===== src/rtl/seg_disp_pkg.sv =====
// rtl/seg_disp_pkg.sv - shared constants and state type for the 7-segment readback block
package seg_disp_pkg;

   // Segment patterns in {a,b,c,d,e,f,g} order, a in the MSB.
   localparam logic [6:0] SEG_0 = 7'b1111110;
   localparam logic [6:0] SEG_1 = 7'b0110000;
   localparam logic [6:0] SEG_2 = 7'b1101101;
   localparam logic [6:0] SEG_3 = 7'b1111001;
   localparam logic [6:0] SEG_4 = 7'b0110011;
   localparam logic [6:0] SEG_5 = 7'b1011011;
   localparam logic [6:0] SEG_6 = 7'b1011111;
   localparam logic [6:0] SEG_7 = 7'b1110000;
   localparam logic [6:0] SEG_8 = 7'b1111111;
   localparam logic [6:0] SEG_9 = 7'b1111011;

   localparam logic [3:0] BCD_INVALID = 4'hF;

   typedef enum logic [1:0] {
      IDLE  = 2'd0,
      DWELL = 2'd1,
      HELD  = 2'd2
   } disp_state_t;

endpackage


===== src/rtl/seg7_to_bcd.sv =====
// rtl/seg7_to_bcd.sv - combinational {a..g} segment pattern to BCD digit with error flag
module seg7_to_bcd
   import seg_disp_pkg::*;
(
   input  logic [6:0] seg,
   output logic [3:0] bcd,
   output logic       err
);

   always_comb begin
      bcd = BCD_INVALID;
      err = 1'b1;
      case (seg)
         SEG_0: begin bcd = 4'd0; err = 1'b0; end
         SEG_1: begin bcd = 4'd1; err = 1'b0; end
         SEG_2: begin bcd = 4'd2; err = 1'b0; end
         SEG_3: begin bcd = 4'd3; err = 1'b0; end
         SEG_4: begin bcd = 4'd4; err = 1'b0; end
         SEG_5: begin bcd = 4'd5; err = 1'b0; end
         SEG_6: begin bcd = 4'd6; err = 1'b0; end
         SEG_7: begin bcd = 4'd7; err = 1'b0; end
         SEG_8: begin bcd = 4'd8; err = 1'b0; end
         SEG_9: begin bcd = 4'd9; err = 1'b0; end
         default: begin
            bcd = BCD_INVALID;
            err = 1'b1;
         end
      endcase
   end

endmodule


===== src/rtl/seg_disp_to_bcd.sv =====
// rtl/seg_disp_to_bcd.sv - multiplexed 7-segment bus readback into a double-buffered BCD frame
module seg_disp_to_bcd
   import seg_disp_pkg::*;
#(
   parameter int NUM_DIGITS    = 4,
   parameter int STABLE_CYCLES = 4
) (
   input  logic                    clk,
   input  logic                    rst,
   input  logic [7:0]              seg_in,
   input  logic [NUM_DIGITS-1:0]   dig_en,
   output logic [4*NUM_DIGITS-1:0] bcd_out,
   output logic [NUM_DIGITS-1:0]   dp_out,
   output logic [NUM_DIGITS-1:0]   err_digit,
   output logic                    frame_err,
   output logic                    valid
);

   localparam int                    CW      = $clog2(STABLE_CYCLES + 1);
   localparam int                    IW      = NUM_DIGITS + 8;
   localparam logic [CW-1:0]         CNT_MAX = CW'(STABLE_CYCLES);
   localparam logic [CW-1:0]         CNT_ONE = CW'(1);
   localparam logic [NUM_DIGITS-1:0] DIG_ONE = NUM_DIGITS'(1);
   localparam logic [NUM_DIGITS-1:0] DIG_ALL = '1;

   logic [IW-1:0]           cur_in;
   logic [IW-1:0]           prev_in;
   logic [CW-1:0]           cnt;
   logic [CW-1:0]           cnt_nxt;
   disp_state_t             state;
   disp_state_t             state_nxt;
   logic                    changed;
   logic                    onehot;
   logic                    multihot;
   logic                    capture;
   logic                    frame_done;
   logic [3:0]              dec_bcd;
   logic                    dec_err;
   logic [NUM_DIGITS-1:0]   captured_mask;
   logic [4*NUM_DIGITS-1:0] shadow_bcd;
   logic [NUM_DIGITS-1:0]   shadow_dp;
   logic [NUM_DIGITS-1:0]   shadow_err;
   logic                    shadow_frame_err;

   seg7_to_bcd u_dec (
      .seg (seg_in[7:1]),
      .bcd (dec_bcd),
      .err (dec_err)
   );

   assign cur_in     = {dig_en, seg_in};
   assign changed    = (cur_in != prev_in);
   assign onehot     = (dig_en != '0) && ((dig_en & (dig_en - DIG_ONE)) == '0);
   assign multihot   = (dig_en != '0) && !onehot;
   assign frame_done = (captured_mask == DIG_ALL);

   always_comb begin
      cnt_nxt = cnt;
      if (changed) begin
         cnt_nxt = CNT_ONE;
      end else if (cnt != CNT_MAX) begin
         cnt_nxt = cnt + CNT_ONE;
      end
   end

   // With a one-cycle dwell the change edge itself is the capture edge.
   always_comb begin
      state_nxt = state;
      capture   = 1'b0;
      if (changed) begin
         if (!onehot) begin
            state_nxt = IDLE;
         end else if (cnt_nxt == CNT_MAX) begin
            state_nxt = HELD;
            capture   = 1'b1;
         end else begin
            state_nxt = DWELL;
         end
      end else if ((state == DWELL) && (cnt_nxt == CNT_MAX)) begin
         state_nxt = HELD;
         capture   = 1'b1;
      end
   end

   always_ff @(posedge clk or posedge rst) begin
      if (rst) begin
         state   <= IDLE;
         prev_in <= '0;
         cnt     <= '0;
      end else begin
         state   <= state_nxt;
         prev_in <= cur_in;
         cnt     <= cnt_nxt;
      end
   end

   // A capture on the frame-completion edge belongs to the next frame.
   always_ff @(posedge clk or posedge rst) begin
      if (rst) begin
         captured_mask    <= '0;
         shadow_bcd       <= '0;
         shadow_dp        <= '0;
         shadow_err       <= '0;
         shadow_frame_err <= 1'b0;
      end else begin
         captured_mask    <= (frame_done ? '0 : captured_mask) | (capture ? dig_en : '0);
         shadow_frame_err <= (frame_done ? 1'b0 : shadow_frame_err) | multihot;
         for (int i = 0; i < NUM_DIGITS; i++) begin
            if (capture && dig_en[i]) begin
               shadow_bcd[4*i +: 4] <= dec_bcd;
               shadow_dp[i]         <= seg_in[0];
               shadow_err[i]        <= dec_err;
            end
         end
      end
   end

   always_ff @(posedge clk or posedge rst) begin
      if (rst) begin
         bcd_out   <= '0;
         dp_out    <= '0;
         err_digit <= '0;
         frame_err <= 1'b0;
         valid     <= 1'b0;
      end else begin
         valid <= frame_done;
         if (frame_done) begin
            bcd_out   <= shadow_bcd;
            dp_out    <= shadow_dp;
            err_digit <= shadow_err;
            frame_err <= shadow_frame_err;
         end
      end
   end

endmodule


===== config.mk =====
export PLATFORM = sky130hd
export DESIGN_NAME = seg_disp_to_bcd
export DESIGN_NICKNAME = d
export VERILOG_FILES = /design/src/rtl/seg_disp_pkg.sv /design/src/rtl/seg7_to_bcd.sv /design/src/rtl/seg_disp_to_bcd.sv
export SDC_FILE = /design/constraint.sdc
export NUM_CORES = 1
export LEC_CHECK = 0
export BUFFER_PORTS_ARGS = -buffer_cell sky130_fd_sc_hd__buf_4
export CORE_MARGIN = 2
export CORE_UTILIZATION = 40
export DETAILED_ROUTE_END_ITERATION = 6
export SYNTH_ARGS = -nofsm -noshare
export SYNTH_HDL_FRONTEND = slang
export SYNTH_HIERARCHICAL = 1
export SYNTH_SLANG_ARGS = --single-unit

===== constraint.sdc =====
create_clock -name clk -period 3.1 [get_ports clk]
set_input_delay 0.62 -clock clk [delete_from_list [all_inputs] [get_ports clk]]
set_output_delay 0.62 -clock clk [all_outputs]
set_load 0.1 [all_outputs]

==> metrics.md, run 1 <==
| Metric | Value |
|---|---|
| Detailed Routing Iterations Pass 1 | `4` |
| H-tree depth | `3` |
| Async set-or-reset flop fraction in the synthesized netlist | `1.000` |
| Synth Flop Type | `dfrtp_1` |
| Xor and xnor area share after synthesis | `0.04390` |
| Initial antenna violation count | `0` |
| Sequential area share after synthesis | `0.6020` |
| Post-Syn Instances | `268` |
| Postcts setup bufs | `0` |
| Synth Area in Simple Gates | `0.1919` |
| P_leak | `1.876 nW` |
| Ys Warns | `6` |
| Root Buffer | `clkbuf_8` |
| Via/cell ratio | `4.817` |
| Largest net degree at the start of global routing | `43` |
| Area added between synthesis and finish | `21.45%` |
| Share of cells above drive strength 1 | `0.2744` |
| WP data arrival | `2450 ps` |
| CTS clk-pin slew, worst paths | `70 ps` |
| Synth area leaders | `dfrtp_1, nand2_1, mux2_2` |
| Max Clk Rate | `0.4514 GHz` |
| PwrDens | `526.6 nW/µm²` |
| Avg WL per Cell | `13.65 µm` |
| Placer Congestion | `0.8018` |
| DR vias | `2004` |
| Critical Path, Cell by Cell | `inv_1 > ha_1 > nor2_1 > a211oi_1 > a211oi_2 > nand3_2 > mux2_1` |
| Netlist cell types | `38` |
| Max-slew headroom | `0.5151` |
| Diode count | `0` |
| GRT Util Overall | `0.1550` |
| Clock skew | `6.126 ps` |
| Tot Pwr | `1.914 mW` |
| CP Buf/Inv Count | `1` |
| Design Area, Final | `3635 µm²` |
| Outcome | `finished clean` |
| Core area | `7253 µm²` |
| Max Cap Violations | `0` |
| Slowest CP cell | `a211oi_2` |
| RSZ-0062 raised after global routing | `no` |
| Slew Limit Fails | `0` |
| Worst-path maximum fanout | `7` |
| Crit end category | `flop` |
| PostCTS Resize Cnt | `0` |
| Hpwl dp | `3854 µm` |
| Worst-margin pin slew | `722.9 ps` |
| Synth Net Count | `284` |
| Placement Cell Area | `3400 µm²` |
| Syn_area_per_cell | `11.17 µm²` |
| CTS max path bufs | `2` |
| CP peak stage delay | `510 ps` |
| IO Port Bufs | `39` |
| Post-DRT Antenna Nets | `0` |
| EDFF count, synth | `0` |
| Residual DRC count | `0` |
| 1st-iter DRT viols | `123` |
| TritonCTS clock tree | `yes` |
| Share of the synthesized area in the top cell type | `0.6020` |
| Compound-gate portion of the synthesized area | `0.04013` |
| Vias in the first global route | `1992` |
| Final period utilization | `0.7147` |
| Skew-Pair Late Insertion Delay | `350 ps` |
| WP data required | `3330 ps` |
| CTS Sinks | `72` |
| FP Rows | `31` |
| Min Tclk post-route | `2215 ps` |
| CP Class | `flop to flop` |
| Hold crit path type | `input port to async pin` |
| Synth top cells by count | `nand2_1, dfrtp_1, mux2_2` |
| Die Area | `8190 µm²` |
| Post-Synth Adder-Cell Area | `0.01171` |
| Most common cell in the netlist | `nand2_1` |
| Die Wd | `90.50 µm` |
| Hold_buf cts | `0` |
| Setup-failing EPs final | `0` |
| Initial Util | `0.4126` |
| Crit path launch type | `flop` |
| Synth Register Bits | `72` |
| Setup tns final | `0 ps` |
| Hold Vio Cnt, Final | `0` |
| Top delay family on crit path | `compound AO/OA/AOI/OAI gates` |
| Final Net Count | `329` |
| First-pass GRT wire length | `9894 µm` |
| GRT Residual Overflow | `0` |
| Die H | `90.50 µm` |
| CTS buffer count | `9` |
| Mux cell area share after synthesis | `0.09030` |
| VDD IR max | `248.5 µV` |
| Routed wire length | `5680 µm` |
| Largest family of logic cells by synthesized area | `simple AND/OR/NAND/NOR gates` |
| Fill cells | `670` |
| Leading area contributor after synthesis | `dfrtp_1` |
| Mapped Area | `2993 µm²` |
| # IOs | `40` |
[final cells by class]
class	instances	area (µm²)	area share
Inverter	6	22.52	0.006196
Tap cell	99	123.9	0.03408
Multi-Input combinational cell	183	1131	0.3112
Sequential cell	72	1802	0.4957
Timing Repair Buffer	41	320.3	0.08812
Clock buffer	12	145.1	0.03993
Clock inverter	3	90.09	0.02478
[routing by layer]
layer | GRT usage | part of all wire | wire length, µm | vias up
met4 | 0.05769 | 0.015 | 86 | 0
li1 | - | - | - | 979
met1 | 0.2081 | 0.47 | 2665 | 971
met2 | 0.2313 | 0.47 | 2686 | 46
met3 | 0.05509 | 0.043 | 242 | 8
met5 | 0 | 0 | 0 | -
[sequential cells by signal, indices dropped and copies added (netlist names)]
signal / flops
shadow_bcd: 16
dp_out: 4
frame_err: 1
err_digit: 4
cnt: 3
captured_mask: 4
prev_in: 12
shadow_dp: 4
state: 2
shadow_err: 4
bcd_out: 16
valid: 1
shadow_frame_err: 1
[cell families after synthesis]
kind of cell,count (synthesis)
buffers and inverters,13
adders and majority gates,3
muxes,24
DFF,72
AOI/OAI and AO/OA,17
and+or+nand+nor,124
xor gates and xnor gates,15
[metrics by stage]
stage,utilization,setup slack [ps],hold slack [ps],std cells
2_1_floorplan,-,655.1,433.1,268
3_3_place_gp,0.4687,755.6,447.8,401
3_5_place_dp,0.4687,725.4,452.2,401
4_1_cts,0.5011,862.2,387.9,416
5_1_grt,0.5011,690.1,414.4,416
6_report,0.5011,884.5,373.7,416
[cells in the final DEF, fill, tap and decap left out, drive strengths merged, types with 2 or more instances in the layout]
| master | n |
|---|---|
| nand4 | 5 |
| nor3 | 2 |
| o21ai | 9 |
| nor2 | 8 |
| mux2 | 24 |
| nand3b | 3 |
| a211oi | 2 |
| bufinv | 3 |
| nor2b | 3 |
| dfrtp | 72 |
| clkbuf | 12 |
| inv | 5 |
| xnor2 | 14 |
| ha | 2 |
| nand3 | 7 |
| and3 | 2 |
| buf | 41 |
| nand2 | 89 |
[path summary, 6_finish.rpt]
| kind | slack, ps | startpoint | cells past startpoint | endpoint |
|---|---|---|---|---|
| max reg2reg | 880 | cnt[0] | 7 | shadow_bcd[15] |
| max in group asynchronous | 2080 | rst | 3 | bcd_out[0] |
| max | 880 | cnt[0] | 7 | shadow_bcd[15] |
| min reg2reg | 470 | shadow_bcd[7] | 2 | bcd_out[7] |
| min in group clk | 430 | seg_in[0] | 1 | prev_in[0] |
| min | 370 | rst | 2 | frame_err |
[power by group]
group	internal, mW	total (mW)	switching [mW]
clock network	0.553	0.874	0.321
registers	0.948	0.952	0.00407
logic	0.0342	0.0876	0.0535
Note: power is estimated with default switching activity, not from simulation.
==> run 2: changes to the inputs <==
Clock period 3.1 ns to 2.05 ns, I/O delays scaled along.
==> metrics.md, run 2 (synthesized netlist as in run 1, its figures left out) <==
| Metric | Value |
|---|---|
| Switching share of power | `0.2252 (was 0.1979)` |
| FP Rows | `31 (unchanged)` |
| Diode count | `0 (unchanged)` |
| Sequential power share | `0.527 (was 0.498)` |
| Multi-input logic area | `1146 µm² (was 1131 µm²)` |
| Most frequent cells in the layout | `nand2_1, dfrtp_1, buf_4 (unchanged)` |
| Commonest non-fill, non-tap cell in the layout | `nand2_1 (unchanged)` |
| VDD IR max | `346.2 µV (was 248.5 µV)` |
| GRT Util Overall | `0.1599 (was 0.1550)` |
| Residual DRC count | `0 (unchanged)` |
| Combinational Power Share | `0.052 (was 0.046)` |
| DR vias | `2049 (was 2004)` |
| Hold Vio Cnt, Final | `0 (unchanged)` |
| Detailed Routing Iterations Pass 1 | `4 (unchanged)` |
| Crit end category | `flop (unchanged)` |
| First-pass GRT wire length | `10300 µm (was 9894 µm)` |
| Hpwl dp | `4086 µm (was 3854 µm)` |
| Skew-Pair Late Insertion Delay | `350 ps (about the same)` |
| GRT Residual Overflow | `0 (unchanged)` |
| Design Area, Final | `3707 µm² (was 3635 µm²)` |
| Clock skew | `8.961 ps (was 6.126 ps)` |
| Core area | `7253 µm² (unchanged)` |
| Area added between synthesis and finish | `23.87% (was 21.45%)` |
| Via/cell ratio | `4.787 (was 4.817)` |
| H-tree depth | `3 (unchanged)` |
| Hold crit path type | `input port to async pin (unchanged)` |
| Placement Cell Area | `3478 µm² (was 3400 µm²)` |
| Sw power | `0.6147 mW (was 0.3789 mW)` |
| Worst-margin pin slew | `552.2 ps (was 722.9 ps)` |
| 1st-iter DRT viols | `63 (was 123)` |
| Initial Util | `0.4126 (unchanged)` |
| Final period utilization | `0.9778 (was 0.7147)` |
| Die Area | `8190 µm² (unchanged)` |
| Final Net Count | `340 (was 329)` |
| FF/Latch Area | `1802 µm² (unchanged)` |
| CTS max path bufs | `2 (unchanged)` |
| Root Buffer | `clkbuf_8 (unchanged)` |
| CP Class | `flop to flop (unchanged)` |
| Setup-failing EPs final | `0 (unchanged)` |
| Vias in the first global route | `2159 (was 1992)` |
| TritonCTS clock tree | `yes (unchanged)` |
| CTS Sinks | `72 (unchanged)` |
| Crit path launch type | `flop (unchanged)` |
| Post-DRT Antenna Nets | `0 (unchanged)` |
| Die Wd | `90.50 µm (unchanged)` |
| WP data arrival | `2240 ps (was 2450 ps)` |
| Routed wire length | `5886 µm (was 5680 µm)` |
| IO Port Bufs | `39 (unchanged)` |
| P_leak | `1.914 nW (was 1.876 nW)` |
| Worst-path maximum fanout | `7 (unchanged)` |
| Max-slew headroom | `0.6311 (was 0.5151)` |
| Share of cells above drive strength 1 | `0.3070 (was 0.2744)` |
| PwrDens | `736.2 nW/µm² (was 526.6 nW/µm²)` |
| Min Tclk post-route | `2004 ps (was 2215 ps)` |
| Fill cells | `706 (was 670)` |
| Clock power share | `0.421 (was 0.457)` |
| Largest net degree at the start of global routing | `34 (was 43)` |
| Power Internal | `2.114 mW (was 1.535 mW)` |
| Outcome | `finished clean (unchanged)` |
| CTS buffer count | `9 (unchanged)` |
| Final Util | `0.5111 (was 0.5011)` |
| Placer Congestion | `0.8072 (was 0.8018)` |
| Initial antenna violation count | `0 (unchanged)` |
| WP data required | `2280 ps (was 3330 ps)` |
| # IOs | `40 (unchanged)` |
| Max Clk Rate | `0.4989 GHz (was 0.4514 GHz)` |
| Slew Limit Fails | `0 (unchanged)` |
| RSZ-0062 raised after global routing | `yes (was no)` |
| CTS clk-pin slew, worst paths | `80 ps (was 70 ps)` |
| Top Registers | `bcd_out: 16 flops, shadow_bcd: 16 flops, prev_in: 12 flops (unchanged)` |
| Avg WL per Cell | `13.75 µm (was 13.65 µm)` |
| Die H | `90.50 µm (unchanged)` |
| Max Cap Violations | `0 (unchanged)` |
[run 2: changes by cell type in the layout (fill, tap and decap cells not counted), moves of 2 or more]
cell	change
clkinvlp_4	+3
buf_4	+11
bufinv_16	-2
clkbuf_1	-2
clkinv_2	+2
[run 2: final cells by class]
cell class | instances | area share
sequential | 72 | 0.4860
multi-input combinational | 183 | 0.3091
timing repair buffer | 52 | 0.1087
clock buffer | 11 | 0.04084
tap | 99 | 0.03341
clock inverter | 5 | 0.01485
inverter | 6 | 0.007087
[run 2: worst paths after layout]
| kind | start | to | slack [ps] | depth (start not counted) |
|---|---|---|---|---|
| worst max-delay path | cnt[0] | shadow_err[0] | 50 | 7 |
| worst min-delay path | rst | bcd_out[4] | 110 | 2 |
| worst max register to register | cnt[0] | shadow_err[0] | 50 | 7 |
| worst min register to register | shadow_bcd[6] | bcd_out[6] | 470 | 2 |
| max in group asynchronous | rst | dp_out[2] | 1350 | 3 |
| min in group clk | seg_in[4] | prev_in[4] | 230 | 1 |
[run 2: timing repair]
item                       4_1_cts  5_1_grt
hold buffers                     0        0
buffers inserted                 1        0
pin swaps                        1        0
setup endpoints to repair       24       24
cloned                           0        0
resized for setup                1        1
[run 2: worst max-delay path: stages, from the launching register on]
cell	delay, ps
dfrtp_1	400
ha_1	240
nor2b_1	140
a211oi_1	350
a211oi_4	40
buf_4	180
nand3_2	180
mux2_2	360
[run 2: power groups by stage]
stage               logic (mW)  registers, mW  clock network, mW
finish                   0.141           1.44               1.15
global route             0.160           1.44               1.24
CTS                      0.145           1.44               1.18
detailed placement       0.144           1.47                  0
global placement         0.144           1.47                  0
floorplan               0.0769           1.47                  0
[run 2: per-stage QoR]
stage / std cells / TNS, ps / hold WS (ps) / total power [mW] / setup WS [ps]
after floorplan: 268 / 0 / 433.1 / 1.543 / 133.7
after global placement: 411 / -6.527 / 450.3 / 1.611 / -6.527
after detailed placement: 411 / -552.5 / 454.1 / 1.611 / -62.71
after CTS: 428 / 0 / 127.6 / 2.762 / 41.15
after global routing: 428 / -785.6 / 149.6 / 2.845 / -61.80
final: 428 / 0 / 111.1 / 2.729 / 45.57
[run 2: routing by layer]
metal / GRT usage / share of wire
met5: 0 / 0
met4: 0.07692 / 0.023
met3: 0.02671 / 0.029
met2: 0.2519 / 0.46
met1: 0.2158 / 0.49
